File: src/rtl/seq_stream_ctrl.sv
// ============================================================================
// seq_stream_ctrl : two-requester round-robin front end that streams a word
// LSB-first through an overlapping serial pattern detector and counts hits.
// Optional feature macro: SEQ_STREAM_CTRL_ABORT_EN (adds abort_i).
// Revision: 1.0
// ============================================================================
`default_nettype none
`timescale 1ns/1ps

module seq_stream_ctrl #(
  parameter int                 WIDTH   = 16,
  parameter int                 PAT_LEN = 4,
  parameter logic [PAT_LEN-1:0] PATTERN = 4'b1011
) (
  input  logic                       clk_i,
  input  logic                       rst_ni,
  input  logic                       req0_i,
  input  logic                       req1_i,
  input  logic [WIDTH-1:0]           word0_i,
  input  logic [WIDTH-1:0]           word1_i,
`ifdef SEQ_STREAM_CTRL_ABORT_EN
  input  logic                       abort_i,
`endif
  output logic                       gnt0_o,
  output logic                       gnt1_o,
  output logic                       busy_o,
  output logic                       bit_out_o,
  output logic                       bit_valid_o,
  output logic                       match_o,
  output logic                       done_o,
  output logic                       done_id_o,
  output logic [$clog2(WIDTH+1)-1:0] match_cnt_o
);

  localparam int IDX_W = (WIDTH > 1) ? $clog2(WIDTH) : 1;
  localparam int CNT_W = $clog2(WIDTH+1);

  typedef enum logic [1:0] {
    IDLE  = 2'd0,
    SHIFT = 2'd1,
    DONE  = 2'd2
  } state_t;

  state_t             state_q;
  logic [WIDTH-1:0]   word_q;
  logic [IDX_W-1:0]   idx_q;
  logic [PAT_LEN-2:0] win_q;
  logic [CNT_W-1:0]   cnt_q;
  logic               owner_q;
  logic               last_q;
  logic               gnt0_q;
  logic               gnt1_q;

  logic               bit_d;
  logic [PAT_LEN-1:0] shift_d;
  logic               hit_d;
  logic               sel_d;
  logic               abort_d;

  assign bit_d   = (state_q == SHIFT) ? word_q[idx_q] : 1'b0;
  assign shift_d = {win_q, bit_d};
  // The index guard suppresses hits before a full pattern has arrived.
  assign hit_d   = (state_q == SHIFT) && (shift_d == PATTERN) &&
                   (idx_q >= IDX_W'(PAT_LEN-1));
  assign sel_d   = (req0_i && req1_i) ? ~last_q : req1_i;

`ifdef SEQ_STREAM_CTRL_ABORT_EN
  assign abort_d = abort_i;
`else
  assign abort_d = 1'b0;
`endif

  always_ff @(posedge clk_i or negedge rst_ni) begin
    if (!rst_ni) begin
      state_q <= IDLE;
      word_q  <= '0;
      idx_q   <= '0;
      win_q   <= '0;
      cnt_q   <= '0;
      owner_q <= 1'b0;
      last_q  <= 1'b1;
      gnt0_q  <= 1'b0;
      gnt1_q  <= 1'b0;
    end else begin
      gnt0_q <= 1'b0;
      gnt1_q <= 1'b0;
      case (state_q)
        IDLE: begin
          if (req0_i || req1_i) begin
            word_q  <= sel_d ? word1_i : word0_i;
            gnt0_q  <= ~sel_d;
            gnt1_q  <= sel_d;
            owner_q <= sel_d;
            last_q  <= sel_d;
            idx_q   <= '0;
            win_q   <= '0;
            cnt_q   <= '0;
            state_q <= SHIFT;
          end
        end
        SHIFT: begin
          if (abort_d) begin
            cnt_q   <= '0;
            state_q <= IDLE;
          end else begin
            win_q <= shift_d[PAT_LEN-2:0];
            if (hit_d) cnt_q <= cnt_q + CNT_W'(1);
            if (idx_q == IDX_W'(WIDTH-1)) state_q <= DONE;
            else                          idx_q   <= idx_q + IDX_W'(1);
          end
        end
        DONE:    state_q <= IDLE;
        default: state_q <= IDLE;
      endcase
    end
  end

  assign gnt0_o      = gnt0_q;
  assign gnt1_o      = gnt1_q;
  assign busy_o      = (state_q != IDLE);
  assign bit_out_o   = bit_d;
  assign bit_valid_o = (state_q == SHIFT);
  assign match_o     = hit_d;
  assign done_o      = (state_q == DONE);
  assign done_id_o   = (state_q == DONE) && owner_q;
  assign match_cnt_o = cnt_q;

endmodule

`default_nettype wire

File: config.mk
export PLATFORM = sky130hd
export DESIGN_NAME = seq_stream_ctrl
export DESIGN_NICKNAME = d
export VERILOG_FILES = /design/src/rtl/seq_stream_ctrl.sv
export SDC_FILE = /design/constraint.sdc
export NUM_CORES = 1
export LEC_CHECK = 0
export CORE_ASPECT_RATIO = 0.5
export CORE_MARGIN = 2
export CORE_UTILIZATION = 55
export CTS_BUF_LIST = sky130_fd_sc_hd__clkbuf_8
export DETAILED_ROUTE_END_ITERATION = 8
export DONT_BUFFER_PORTS = 1
export GPL_TIMING_DRIVEN = 0
export PLACE_DENSITY = 0.78
export REMOVE_ABC_BUFFERS = 1
export SYNTH_ARGS = -nofsm -noshare
export SYNTH_HDL_FRONTEND = slang
export SYNTH_SLANG_ARGS = --single-unit
File: constraint.sdc
create_clock -name clk_i -period 1.5 [get_ports clk_i]
set_input_delay 0.15 -clock clk_i [delete_from_list [all_inputs] [get_ports clk_i]]
set_output_delay 0.15 -clock clk_i [all_outputs]
set_load 0.05 [all_outputs]
==> impl_metrics.toml <==
[outcome]
status = "complete, but fails checks"
violations = "negative setup slack"

[place]
portBuffers = 0
post-dp-hpwl_mm = 2.36
gp_congestion = 0.781

[pwr]
clkPwrFrac_pct = 13.0
power_frac_seq_pct = 35.5
peakVddDrop_v = 0.00128
p_int_mw = 2.85
switching_share_pct = 44.2
power.density_nw_per_um2 = 2230
leakagePower_nw = 1.02
p_comb_share_pct = 51.5
p_sw_mw = 2.26

[sta]
hold_viol = 0
fin_tns_setup_ps = -3410
tightest_slew_ps = 565
max-slew-margin-rel_pct = 62.3
final_max_slew_viol_count = 0
post-route-min-period_ps = 2000
fin_crit_sh_pct = 134
rsz0062_at_grt = "yes"
finalSetupViolCount = 10
worst_slack_ps = -503
fmax_mhz = 499
clock_skew_ps = 4.77

[setup_path]
crit_path_start_kind = "flip-flop"
arrival_ps = 1850
path_max_fanout = 6
critPathKind = "reg -> out"
critPathCaptureType = "output port"
required_ps = 1350

[job]
drv_cap = 0

[global_routing]
grt_pass1_vias = 1290
use_met2_pct = 37.5
antenna_found_initial = 0
groute.usage.overall_pct = 22.7
grt_max_degree = 35
met1_usage_pct = 28.4
grt-busiest-layer = "met2"
grt_use_met3_pct = 7.28
grt_pass1_wl_mm = 6.30
grt-ovfl-total = 0

[synthesis]
synth_area_per_cell_um2 = 10.3
yosys.area_share.simple_pct = 17.9
synthXorXnorAreaFrac_pct = 0.493
ys_dominant_reg_cell = "dfrtp_1"
synth_mux_area_share_pct = 15.8
synthDistinctLibCells = 36
synth_seq_area_share_pct = 47.9
synth_adder_area_share_pct = 1.41
synth_edf_count = 0
synth_top_family_by_area = "simple AND/OR/NAND/NOR gates"
synth-async-reset-ratio_pct = 100
syn_inst = 173
synth-compound-area-share_pct = 12.4
ys_warn_count = 0
ys_ff_latch = 34
syn_area_um2 = 1780

[floorplanning]
die_y_um = 44.2
die_area_um2 = 3730
start_util_pct = 58.3
die_w_um = 84.4
io_pins = 49
num_rows = 14
placeableCoreArea_um2 = 3050

[clock_tree]
clkTransAtPathRegs_ps = 70
clk_latency_ps = 290
clock_sinks = 34
cts_buffer_depth = 2
cts_tree = "done"
numCtsBuffers = 5
cts_root_buffer = "clkbuf_8"
htree_levels = 2

[drt]
num_vias = 1386
avgRoutedWirePerCell_um = 18.6
ant_nets = 0
dr.pass1.iters = 4
drt-total-wl_mm = 4.34
vias_per_cell = 5.95
drc = 0
detail_route.iter0.violations = 57

[worst_hold_path]
hold_class = "in -> reg"

[cells_and_area]
register_area_um2 = 857
area_delta_synth_final_pct = 28.9
fill_cells = 201
finish.utilization_pct = 75.2
layout-drive-gt1-share_pct = 35.8
multi_input_area_um2 = 1070
final_nets = 232
antenna_cells = 0
==> metrics by stage <==
step | hold WS [ps] | instance area (um2) | cells | worst slack (ps) | total power [mW]
floorplan | -146 | 1710 | 164 | -1180 | 3.04
global placement | -145 | 1760 | 204 | -1900 | 3.27
detailed placement | -145 | 1780 | 205 | -971 | 3.34
CTS | 62.4 | 2120 | 224 | -490 | 4.61
global route | 85.3 | 2290 | 233 | -560 | 5.41
finish | 66.2 | 2290 | 233 | -503 | 5.11
==> final cells by class <==
class / instances / area share (%)
inverter: 2 / 0.491
sequential: 34 / 37.4
clock buffer: 6 / 3.60
tap: 40 / 2.18
multi-input combinational: 131 / 46.9
timing repair buffer: 20 / 9.44
==> placed cells by master, fill, tap and decap left out, types with 3 or more instances in the layout <==
cell type  netlist  routed
dfrtp_2          0       4
buf_4            1       9
buf_6            3       7
clkbuf_8         0       6
nor2_1           7       6
nand2_1         30      28
o21ai_0         21      18
a21o_1           3       3
dfrtp_1         33      29
buf_12           0       3
or2_4            0       5
mux2i_1         28      26
a22oi_2          0       3
==> layer usage <==
metal  routed length [um]  up-vias
met5                    0        -
met4                   94        0
met2                 1990       53
met1                 1910      678
met3                  354       12
li1                     -      643
==> power by group through the flow <==
stage / Sequential (mW) / Combinational [mW] / Clock [mW]
2_1_floorplan: 1.71 / 1.33 / 0
3_3_place_gp: 1.77 / 1.49 / 0
6_report: 1.81 / 2.63 / 0.665
5_1_grt: 1.87 / 2.83 / 0.706
4_1_cts: 1.77 / 2.18 / 0.667
3_5_place_dp: 1.80 / 1.54 / 0
==> cells by family (layout without fill, tap and decap cells) <==
family / after synthesis / count (layout)
adder cells (fa/ha/maj): 2 / 2
AO/OA/AOI/OAI: 36 / 36
multiplexers: 28 / 28
flip-flops: 34 / 34
buffers and inverters: 11 / 28
XOR/XNOR: 1 / 1
AND/OR/NAND/NOR: 61 / 64
==> state kept, by name, indices dropped and copies added (netlist names) <==
register	cells
last_q	1
gnt1_o	1
match_cnt_o	5
state_q	2
idx_q	4
gnt0_o	1
owner_q	1
word_q	16
win_q	3
==> timing repair <==
action	CTS	global route
endpoints found under the setup margin	34	25
endpoints found under the hold margin	34	0
resized for setup	36	24
setup buffers	10	7
cloned	1	2
hold buffers	2	0
pin swaps	12	12
==> path summary, 6_finish.rpt <==
path                            startpoint             end  slack [ps]  cells after the start
worst max-delay path              idx_q[0]         match_o        -500                      6
worst min-delay path            word0_i[9]       word_q[9]          70                      2
worst max register to register    idx_q[0]  match_cnt_o[3]        -460                      8
worst min register to register   word_q[2]       word_q[2]         480                      2
max in group asynchronous           rst_ni          last_q         940                      2
min in group asynchronous           rst_ni      word_q[14]         320                      2
==> cell usage after synthesis, types with 2 or more instances <==
library cell	n	area, um2
dfrtp_1	33	826
nand2_1	30	113
mux2i_1	28	280
o21ai_0	21	105
nor2_1	7	26.3
a21oi_1	4	20.0
buf_2	4	20.0
nand3_1	4	20.0
a21o_1	3	22.5
a22oi_1	3	22.5
and2b_1	3	22.5
buf_6	3	33.8
nand2b_1	3	18.8
and2_1	2	12.5
ha_1	2	25.0
inv_1	2	7.51
nor3_1	2	10.0
==> critical path, cell delays in order, from the launching register on <==
cell     delay [ps]
dfrtp_2         420
buf_12          150
mux2i_1         160
a22oi_2         260
buf_4           170
nand4_4         190
nand2_8         210
Power figures use the tool's default switching activity.
